**src/rtl/ctrl_pkg.sv**
```systemverilog
// Shared definitions for the multi-cycle sequencer and the datapath decode.
// State encoding, supported opcode and ALU operation classes live here.
package ctrl_pkg;

  typedef enum logic [2:0] {
    StIdle,
    StFetch,
    StDecode,
    StExec,
    StWb,
    StFault
  } ctrl_state_e;

  localparam int unsigned OPC_W   = 6;
  localparam int unsigned TIMER_W = 8;

  localparam logic [OPC_W-1:0] OP_RTYPE    = 6'd4;
  localparam logic [1:0]       ALUOP_RTYPE = 2'b10;
  localparam logic [1:0]       ALUOP_NONE  = 2'b00;

  // Only the R-format opcode is implemented by the datapath.
  function automatic logic is_supported(input logic [OPC_W-1:0] op);
    return op == OP_RTYPE;
  endfunction

endpackage

```
**src/rtl/ctrl_perf_cnt.sv**
```systemverilog
// Wrap-around performance counters: busy cycles and retired R-format instructions.
// Cleared only by reset.
module ctrl_perf_cnt
  import ctrl_pkg::*;
#(
  parameter int unsigned CNT_W = 16
) (
  input  logic             clk,
  input  logic             rst_n,
  input  logic             busy,
  input  logic             retire,
  output logic [CNT_W-1:0] instr_cnt,
  output logic [CNT_W-1:0] cycle_cnt
);

  logic [CNT_W-1:0] instr_q, instr_d;
  logic [CNT_W-1:0] cycle_q, cycle_d;

  always_comb begin
    instr_d = instr_q;
    cycle_d = cycle_q;
    if (retire) instr_d = instr_q + CNT_W'(1);
    if (busy)   cycle_d = cycle_q + CNT_W'(1);
  end

  always_ff @(posedge clk or negedge rst_n) begin
    if (!rst_n) begin
      instr_q <= '0;
      cycle_q <= '0;
    end else begin
      instr_q <= instr_d;
      cycle_q <= cycle_d;
    end
  end

  assign instr_cnt = instr_q;
  assign cycle_cnt = cycle_q;

endmodule

```
**src/rtl/multicycle_ctrl.sv**
```systemverilog
// Multi-cycle sequencer: fetch handshake, IR load, decode/execute/write-back strobes.
// Define CTRL_PERF_EN to add the instr_cnt/cycle_cnt performance counter ports.
module multicycle_ctrl
  import ctrl_pkg::*;
#(
  parameter int unsigned IMEM_TIMEOUT = 15
`ifdef CTRL_PERF_EN
  ,
  parameter int unsigned CNT_W = 16
`endif
) (
  input  logic             clk,
  input  logic             rst_n,
  input  logic             start,
  input  logic             halt,
  output logic             imem_req,
  input  logic             imem_ack,
  input  logic [OPC_W-1:0] imem_opcode,
  output logic             ir_load,
  output logic             reg_write,
  output logic [1:0]       alu_op,
  output logic             pc_inc,
  output logic             busy,
  output logic             illegal,
  output logic             timeout
`ifdef CTRL_PERF_EN
  ,
  output logic [CNT_W-1:0] instr_cnt,
  output logic [CNT_W-1:0] cycle_cnt
`endif
);

  localparam logic [TIMER_W-1:0] TimeoutLim = TIMER_W'(IMEM_TIMEOUT);

  ctrl_state_e        state_q, state_d;
  logic [OPC_W-1:0]   opcode_q, opcode_d;
  logic [TIMER_W-1:0] timer_q, timer_d;

  always_ff @(posedge clk or negedge rst_n) begin
    if (!rst_n) begin
      state_q  <= StIdle;
      opcode_q <= '0;
      timer_q  <= '0;
    end else begin
      state_q  <= state_d;
      opcode_q <= opcode_d;
      timer_q  <= timer_d;
    end
  end

  always_comb begin
    state_d   = state_q;
    opcode_d  = opcode_q;
    timer_d   = timer_q;
    imem_req  = 1'b0;
    reg_write = 1'b0;
    alu_op    = ALUOP_NONE;
    pc_inc    = 1'b0;
    busy      = 1'b0;
    illegal   = 1'b0;
    timeout   = 1'b0;

    unique case (state_q)
      StIdle: begin
        if (start) state_d = StFetch;
      end
      StFetch: begin
        imem_req = 1'b1;
        busy     = 1'b1;
        // An ack on the last allowed wait cycle still wins over the timeout.
        if (imem_ack) begin
          opcode_d = imem_opcode;
          timer_d  = '0;
          state_d  = StDecode;
        end else if (timer_q + TIMER_W'(1) == TimeoutLim) begin
          timer_d = '0;
          state_d = StFault;
        end else begin
          timer_d = timer_q + TIMER_W'(1);
        end
      end
      StDecode: begin
        busy = 1'b1;
        if (is_supported(opcode_q)) begin
          state_d = StExec;
        end else begin
          // Unsupported opcode is skipped; this cycle is an instruction boundary.
          illegal = 1'b1;
          pc_inc  = 1'b1;
          state_d = halt ? StIdle : StFetch;
        end
      end
      StExec: begin
        busy    = 1'b1;
        alu_op  = ALUOP_RTYPE;
        state_d = StWb;
      end
      StWb: begin
        busy      = 1'b1;
        alu_op    = ALUOP_RTYPE;
        reg_write = 1'b1;
        pc_inc    = 1'b1;
        state_d   = halt ? StIdle : StFetch;
      end
      StFault: begin
        timeout = 1'b1;
        if (start) state_d = StFetch;
      end
      default: begin
        state_d = StIdle;
      end
    endcase
  end

  assign ir_load = imem_req & imem_ack;

`ifdef CTRL_PERF_EN
  ctrl_perf_cnt #(
    .CNT_W(CNT_W)
  ) u_perf_cnt (
    .clk      (clk),
    .rst_n    (rst_n),
    .busy     (busy),
    .retire   (reg_write),
    .instr_cnt(instr_cnt),
    .cycle_cnt(cycle_cnt)
  );
`endif

endmodule

```
**config.mk**
```make
export PLATFORM = sky130hd
export DESIGN_NAME = multicycle_ctrl
export DESIGN_NICKNAME = d
export VERILOG_FILES = /design/src/rtl/ctrl_pkg.sv /design/src/rtl/ctrl_perf_cnt.sv /design/src/rtl/multicycle_ctrl.sv
export SDC_FILE = /design/constraint.sdc
export NUM_CORES = 1
export LEC_CHECK = 0
export BUFFER_PORTS_ARGS = -buffer_cell sky130_fd_sc_hd__buf_2
export CORE_MARGIN = 1.5
export CORE_UTILIZATION = 58
export DETAILED_ROUTE_END_ITERATION = 12
export PLACE_DENSITY = 0.83
export REMOVE_ABC_BUFFERS = 1
export SETUP_SLACK_MARGIN = 0.2
export SYNTH_ARGS = -nofsm -noshare
export SYNTH_HDL_FRONTEND = slang
export SYNTH_SLANG_ARGS = --single-unit
```
**constraint.sdc**
```tcl
create_clock -name clk -period 2.7 [get_ports clk]
set_input_delay 0.54 -clock clk [delete_from_list [all_inputs] [get_ports clk]]
set_output_delay 0.54 -clock clk [all_outputs]
set_load 0.005 [all_outputs]
```
==> results.cfg, run 1 <==
[placement]
port_buffers = 18
place_ws_ns = 0.5586
dpl.hpwl_um = 1551
place.gp.congestion = 0.8467

[sta]
setup_viol = 0
fin_setup_tns_ns = 0
fin_crit_sh_pct = 89.50
slew_viol_final = 0
rsz0062_at_grt = no
fmax_mhz = 413.8
fin_worst_skew_ns = 0.005373
fin_crit_ns = 2.417
finalHoldViolCount = 0
setup_ws_ns = 0.2834

[routing]
drtPass1Iterations = 4
wl_met1_um = 955
wl_met2_um = 1044
drc = 0
dr.max_layer_used = met4
drt_iter0_drc = 9
wire_per_inst_um = 13.84
wirelength_um = 2117
ant_nets = 0
viasPerCell = 5.601
via_count = 857
wl_met3_um = 63

[logic_synthesis]
synth-simple-area-share_pct = 25.85
synth_area_leader_cell = dfrtp_1
yosysMostFrequentCell = dfrtp_1
ys_seq_area_share_pct = 39.77
yosys.cell_types.count = 39
synth_common_cells = dfrtp_1, nand2_1, nor2_1
synth_compound_area_share_pct = 12.87
synth-edff-count = 0
synth_top_flop_cell = dfrtp_1
synth_mux_area_share_pct = 9.357
synth_fa_ha_area_share_pct = 2.339
syn_area_per_cell_um2 = 9.467
synth_warnings = 0
synth_top_area_share_pct = 39.77
synthCells = 113
syn_area_mm2 = 0.001070
ys_seq_elements = 17
synth_top_family_by_area = simple AND/OR/NAND/NOR gates
yosys-top-cells-area = dfrtp_1, mux2_1, nand2_1
async_flop_share_pct = 100.0
synth_xor_area_share_pct = 2.456

[flow_run]
max_cap_viol_count = 0

[global_routing]
grt_pass1_vias = 807
grt_max_degree = 18
grt_usage_pct = 22.77
grt_pass1_wl_um = 3374
antenna_found_initial = 0
grt_overflow_total = 0

[layout]
fill_cells = 147
fin_nets = 142
n_antenna_cell = 0
area_growth_pct = 9.708
drive_above_1_share_pct = 25.78

[worst_setup_path]
cp_cell_sequence = or4b_1 > nor3_4 > nor4b_1 > or2_1 > buf_2
end_kind = output port
slowest_stage = or4b_1
cp_num_buf_inv = 1
path_class = reg2out
slowest_delay_ns = 0.56
critPathLaunchType = flip-flop
crit_required_ns = 2.16
ff2ff_path_depth = 6
crit_family = simple AND/OR/NAND/NOR gates
crit_cells = 5
crit_path_max_fanout = 3
cp.arrival_ns = 1.88

[power_and_ir_drop]
power_density_mw_per_mm2 = 1042
leakage_nw = 0.5263
switching_share_pct = 44.45
p_sw_mw = 0.5437
p_comb_share_pct = 44.1
ir_drop_mv = 0.6063
p_int_mw = 0.6796
clock_power_share_pct = 11.4
p_seq_share_pct = 44.4

[floorplan]
fp.dieW_um = 45.95
initial_core_util_pct = 61.96
ioPinCount = 20
die_h_um = 45.95
dieArea_mm2 = 0.002111
core_mm2 = 0.001727
core.rowCount = 15

[clocking]
clockRootBuffer = clkbuf_4
clk_latency_ns = 0.30
clk_pin_slew_ns = 0.10
cts_max_level = 1
cts_buffers = 3
cts.sinks = 17
cts_tree = yes
clock_path_buffers = 2
holdBufCountCts = 0

[min_path]
hp-class = in2async

[outcome]
outcome = complete, no violations
[path summary, 6_finish.rpt]
path                                         start  slack, ns                       to
setup / recovery           opcode_q[5]$_DFFE_PN0P_       0.28                   pc_inc
hold / removal                               rst_n       0.14  opcode_q[5]$_DFFE_PN0P_
setup reg to reg            timer_q[0]$_DFFE_PN0P_       0.84   state_q[2]$_DFFE_PN0P_
hold reg to reg            opcode_q[3]$_DFFE_PN0P_       0.49  opcode_q[3]$_DFFE_PN0P_
max in group asynchronous                    rst_n       2.28   timer_q[1]$_DFFE_PN0P_
min in group clk                    imem_opcode[3]       0.45  opcode_q[3]$_DFFE_PN0P_
[per-layer routing]
metal / global-route usage [%] / up-vias
met5: 0 / -
met4: 13.71 / 0
met3: 4.762 / 6
met2: 36.67 / 22
met1: 27.57 / 405
li1: - / 424
[repair_timing]
item / CTS / global route
setup buffers: 0 / 0
resized for setup: 0 / 3
setup endpoints to repair: 0 / 2
[registers in the layout, summed over array words and instances (netlist names)]
name and count:
timer_q 8, opcode_q 6, state_q 3
[cells in the final DEF (no fill, tap or decap), types with 3 or more instances in the layout]
cell type	count
nor3_1	3
mux2_1	6
nor2_1	9
o21ai_1	6
nand4_1	3
dfrtp_1	17
inv_1	3
buf_2	18
a21oi_1	5
clkbuf_4	3
nand2_1	13
o21ai_0	6
[logic make-up (layout without fill, tap and decap cells)]
kind of cell	count (synthesis)	count (layout)
buf+inv	12	27
compound gates	23	23
flops	17	17
simple gates	47	47
other cells	1	1
fa+ha+maj	2	2
xor+xnor	3	3
mux	8	8
[worst reg2reg max path: stages, from the launching register on]
cell and delay [ns]:
dfrtp_1 0.44, ha_1 0.29, nand3_2 0.13, or2_4 0.30
mux2i_4 0.21, nor3_2 0.06, o311a_1 0.33
[through the flow]
| step | power [mW] | hold slack [ns] | area [µm²] | instances | util [%] |
|---|---|---|---|---|---|
| finish | 1.223 | 0.1426 | 1174 | 153 | 67.97 |
| global route | 1.322 | 0.1677 | 1174 | 153 | 67.97 |
| CTS | 1.204 | 0.1547 | 1162 | 153 | 67.32 |
| detailed placement | 1.065 | 0.4734 | 1135 | 149 | 65.72 |
| global placement | 1.023 | 0.4621 | 1135 | 149 | 65.72 |
| floorplan | 0.8929 | 0.2444 | 1013 | 106 | - |
[power by group through the flow]
stage	Sequential, mW	Combinational, mW	Clock [mW]
6_report	0.544	0.540	0.140
3_3_place_gp	0.527	0.497	0
3_5_place_dp	0.539	0.526	0
2_1_floorplan	0.500	0.393	0
4_1_cts	0.532	0.530	0.141
5_1_grt	0.566	0.607	0.150
[final cells by class]
type	count	area [µm²]	share of cell area, %
Clock inverter	1	5.005	0.4264
Clock buffer	3	22.52	1.919
Multi-Input combinational cell	84	580.6	49.47
Inverter	5	18.77	1.599
Tap cell	25	31.28	2.665
Sequential cell	17	425.4	36.25
Timing Repair Buffer	18	90.09	7.676
Note: power is estimated with default switching activity, not from simulation.
==> run 2, diff against run 1 <==
--- a/config.mk
+++ b/config.mk
@@ -6,6 +6,7 @@
 export NUM_CORES = 1
 export LEC_CHECK = 0
 export BUFFER_PORTS_ARGS = -buffer_cell sky130_fd_sc_hd__buf_2
+export CORE_ASPECT_RATIO = 1.2
 export CORE_MARGIN = 1.5
 export CORE_UTILIZATION = 58
 export DETAILED_ROUTE_END_ITERATION = 12
==> results.cfg, run 2 (synthesis gave the netlist of run 1 again) <==
[clocking]
clock_path_buffers = 2
post_cts_buffers = 0
clockRootBuffer = clkbuf_4
cts_buffers = 3
clk_latency_ns = 0.28
clk_pin_slew_ns = 0.09
cts.sinks = 17
cts_max_level = 1
holdBufCountCts = 0
cts_resized = 0
cts_tree = yes

[sta]
fin_setup_tns_ns = 0
slew_viol_final = 0
fin_crit_sh_pct = 88.33
setup_viol = 0
fin_worst_skew_ns = 0.0005084
fin_crit_ns = 2.385
finalHoldViolCount = 0
rsz0062_at_grt = no
fmax_mhz = 419.3

[floorplan]
core.rowCount = 16
core_mm2 = 0.001682
ioPinCount = 20
dieArea_mm2 = 0.002112
initial_core_util_pct = 63.62
die_h_um = 50.05
fp.dieW_um = 42.21

[power_and_ir_drop]
power_density_mw_per_mm2 = 1039
p_int_mw = 0.6822
clock_power_share_pct = 10.9
p_comb_share_pct = 44.1
p_seq_share_pct = 45.1
p_sw_mw = 0.5269
switching_share_pct = 43.58
ir_drop_mv = 0.6776
leakage_nw = 0.5236

[worst_setup_path]
slowest_stage = or4b_1
cp.arrival_ns = 1.84
crit_path_max_fanout = 3
ff2ff_path_depth = 6
path_class = reg2out
end_kind = output port
cp_cell_sequence = or4b_1 > nor3_4 > nor4b_1 > or2_1 > buf_2
slowest_delay_ns = 0.58
crit_required_ns = 2.16
critPathLaunchType = flip-flop

[flow_run]
max_cap_viol_count = 0

[global_routing]
grt_usage_pct = 23.43
grt_pass1_vias = 832
grt_overflow_total = 0
antenna_found_initial = 0
grt_pass1_wl_um = 3622
grt_max_degree = 18

[layout]
drive_above_1_share_pct = 25.00
final_util_pct = 69.20
largest_reg_flops = 8
area_growth_pct = 8.772
fin_nets = 142
n_antenna_cell = 0
fill_cells = 140
biggestRegsByFlops = timer_q (8), opcode_q (6), state_q (3)
final_common_cell = buf_2
layout_common_cells = buf_2, dfrtp_1, nand2_1
largest-register = timer_q

[routing]
drt_iter0_drc = 16
wirelength_um = 2016
drc = 0
drtPass1Iterations = 4
wire_per_inst_um = 13.81
via_count = 867
ant_nets = 0
viasPerCell = 5.938

[placement]
port_buffers = 18
dpl.hpwl_um = 1582
place.gp.congestion = 0.7872

[outcome]
outcome = complete, no violations

[min_path]
hp-class = in2async
==> run 2: changes by cell type in the layout (fill, tap and decap cells not counted), sizes merged <==
| cell | delta |
|---|---|
| clkbuf | +1 |
| clkinv | -1 |
==> run 2: critical path, delay by kind of cell, from the launching register on <==
family,cells,cell delay [ns]
flip-flops,1,0.39
AND/OR/NAND/NOR,4,1.04
buffers and inverters,1,0.12
==> run 2: final cells by class <==
| type | count | area [µm²] | area share, % |
|---|---|---|---|
| inverters | 5 | 18.77 | 1.613 |
| flip-flops and latches | 17 | 425.4 | 36.56 |
| well taps | 18 | 22.52 | 1.935 |
| clock buffers | 4 | 26.28 | 2.258 |
| repair buffers | 18 | 90.09 | 7.742 |
| multi-input cells | 84 | 580.6 | 49.89 |
==> run 2: metal layers <==
| layer | GRT usage, % | share of wire (%) | vias to the layer above |
|---|---|---|---|
| met2 | 39.49 | 52 | 19 |
| met1 | 25.87 | 41 | 419 |
| met4 | 13.02 | 2.9 | 0 |
| li1 | - | - | 422 |
| met3 | 6.960 | 3.4 | 7 |
| met5 | 0 | 0 | - |
==> run 2: path summary, 6_finish.rpt <==
kind / end / startpoint / slack, ns
min in group clk: opcode_q[1]$_DFFE_PN0P_ / imem_opcode[1] / 0.47
hold reg to reg: opcode_q[2]$_DFFE_PN0P_ / opcode_q[2]$_DFFE_PN0P_ / 0.49
setup reg to reg: timer_q[2]$_DFFE_PN0P_ / timer_q[0]$_DFFE_PN0P_ / 0.82
hold / removal: timer_q[2]$_DFFE_PN0P_ / rst_n / 0.16
setup / recovery: pc_inc / opcode_q[3]$_DFFE_PN0P_ / 0.32
max in group asynchronous: state_q[0]$_DFFE_PN0P_ / rst_n / 2.27
==> run 2: through the flow <==
step | hold slack [ns] | cells | power (mW) | area (µm²) | setup slack [ns]
after floorplan | 0.2444 | 106 | 0.8929 | 1013 | 0.8157
after global routing | 0.1667 | 146 | 1.332 | 1164 | 0.2070
after detailed placement | 0.4744 | 142 | 1.070 | 1126 | 0.5421
final | 0.1593 | 146 | 1.209 | 1164 | 0.3152
after global placement | 0.4614 | 142 | 1.026 | 1126 | 0.5914
after CTS | 0.1668 | 146 | 1.203 | 1152 | 0.2178
==> run 2: power by group through the flow <==
stage,Clock [mW],Sequential (mW),Combinational [mW]
5_1_grt,0.152,0.574,0.606
3_3_place_gp,0,0.528,0.498
6_report,0.131,0.545,0.533
4_1_cts,0.135,0.536,0.531
2_1_floorplan,0,0.500,0.393
3_5_place_dp,0,0.542,0.528
==> run 3, diff against run 2 <==
--- a/config.mk
+++ b/config.mk
@@ -5,7 +5,7 @@
 export SDC_FILE = /design/constraint.sdc
 export NUM_CORES = 1
 export LEC_CHECK = 0
-export BUFFER_PORTS_ARGS = -buffer_cell sky130_fd_sc_hd__buf_2
+export BUFFER_PORTS_ARGS = -buffer_cell sky130_fd_sc_hd__clkbuf_2
 export CORE_ASPECT_RATIO = 1.2
 export CORE_MARGIN = 1.5
 export CORE_UTILIZATION = 58
==> results.cfg, run 3 (synthesis gave the netlist of run 1 again) <==
[worst_setup_path]
slowest_stage = or4b_1
slowest_delay_ns = 0.55
cp.arrival_ns = 1.83
crit_family = simple AND/OR/NAND/NOR gates
cp_num_buf_inv = 1
path_class = reg2out
cp_cell_sequence = or4b_1 > nor3_2 > nor4b_1 > or2_1 > clkbuf_2
critPathLaunchType = flip-flop
ff2ff_setup_slack_ns = 0.88
end_kind = output port
crit_path_max_fanout = 3
crit_required_ns = 2.16

[layout]
fill_cells = 139
area_growth_pct = 8.187
drive_above_1_share_pct = 25.00
final_common_cell = clkbuf_2
layoutNonFillerInstCount = 146
finalInstanceArea_mm2 = 0.001157
fin_nets = 142
largest_reg_flops = 8
n_antenna_cell = 0
biggestRegsByFlops = timer_q (8), opcode_q (6), state_q (3)
final_util_pct = 68.82
layout_common_cells = clkbuf_2, dfrtp_1, nand2_1
regArea_um2 = 425.4
multiInputGateArea_um2 = 574.3
largest-register = timer_q

[placement]
dpl.hpwl_um = 1463
place_ws_ns = 0.5348
place_area_mm2 = 0.001126
dp.cells = 142
port_buffers = 18
place.gp.congestion = 0.8302

[clocking]
cts.sinks = 17
holdBufCountCts = 0
post_cts_buffers = 0
cts_resized = 1
cts_buffers = 3
clock_path_buffers = 2
cts_max_level = 1
clk_latency_ns = 0.30
clockRootBuffer = clkbuf_4
clk_pin_slew_ns = 0.10
cts_tree = yes

[routing]
drc = 0
via_count = 843
viasPerCell = 5.774
wirelength_um = 1897
wire_per_inst_um = 12.99
ant_nets = 0
drtPass1Iterations = 5
drt_iter0_drc = 14

[global_routing]
grt_pass1_wl_um = 3353
grt_pass1_vias = 788
grt_max_degree = 18
antenna_found_initial = 0
grt_overflow_total = 0
grt_usage_pct = 21.15

[floorplan]
die_h_um = 50.05
core_mm2 = 0.001682
initial_core_util_pct = 63.62
ioPinCount = 20
dieArea_mm2 = 0.002112
fp.dieW_um = 42.21
core.rowCount = 16

[outcome]
outcome = complete, no violations

[sta]
timing.hold.ws_ns = 0.1525
slew_viol_final = 0
rsz0062_at_grt = no
fin_crit_sh_pct = 87.65
fmax_mhz = 422.6
setup_ws_ns = 0.3335
finalHoldViolCount = 0
fin_crit_ns = 2.366
setup_viol = 0
fin_worst_skew_ns = 0.007231
fin_setup_tns_ns = 0

[power_and_ir_drop]
leakage_nw = 0.5193
ir_drop_mv = 0.5591
p_total_mw = 1.203
power_density_mw_per_mm2 = 1040

[min_path]
hp-class = in2async

[flow_run]
max_cap_viol_count = 0
[run 3: worst paths after layout]
path / cells after the start / startpoint / end
min: 1 / rst_n / timer_q[0]$_DFFE_PN0P_
max: 5 / opcode_q[3]$_DFFE_PN0P_ / pc_inc
min in group clk: 2 / imem_opcode[1] / opcode_q[1]$_DFFE_PN0P_
max in group asynchronous: 1 / rst_n / opcode_q[3]$_DFFE_PN0P_
max reg2reg: 6 / timer_q[0]$_DFFE_PN0P_ / timer_q[2]$_DFFE_PN0P_
min reg2reg: 1 / opcode_q[2]$_DFFE_PN0P_ / opcode_q[2]$_DFFE_PN0P_
[run 3: worst register-to-register path: cells and delay by family (launching register included)]
family          cells  cell delay, ns
flops               1            0.44
fa+ha+maj           1            0.27
mux                 1            0.21
compound gates      2            0.39
simple gates        2            0.41
[run 3: per-layer routing]
metal	routed length, µm	up-vias	global-route usage (%)
met5	0	-	0
met4	32	0	9.375
met3	64	3	4.396
met2	918	17	35.13
met1	881	401	26.19
li1	-	422	-
[run 3: cell type report]
type,count,area share (%)
timing repair buffer,18,7.784
multi-input combinational,84,49.62
clock buffer,4,2.270
tap,18,1.946
sequential,17,36.76
inverter,5,1.622
[run 3: power breakdown]
part / switching, mW / internal [mW]
clock: 0.0793 / 0.0576
sequential: 0.163 / 0.376
combinational: 0.280 / 0.247
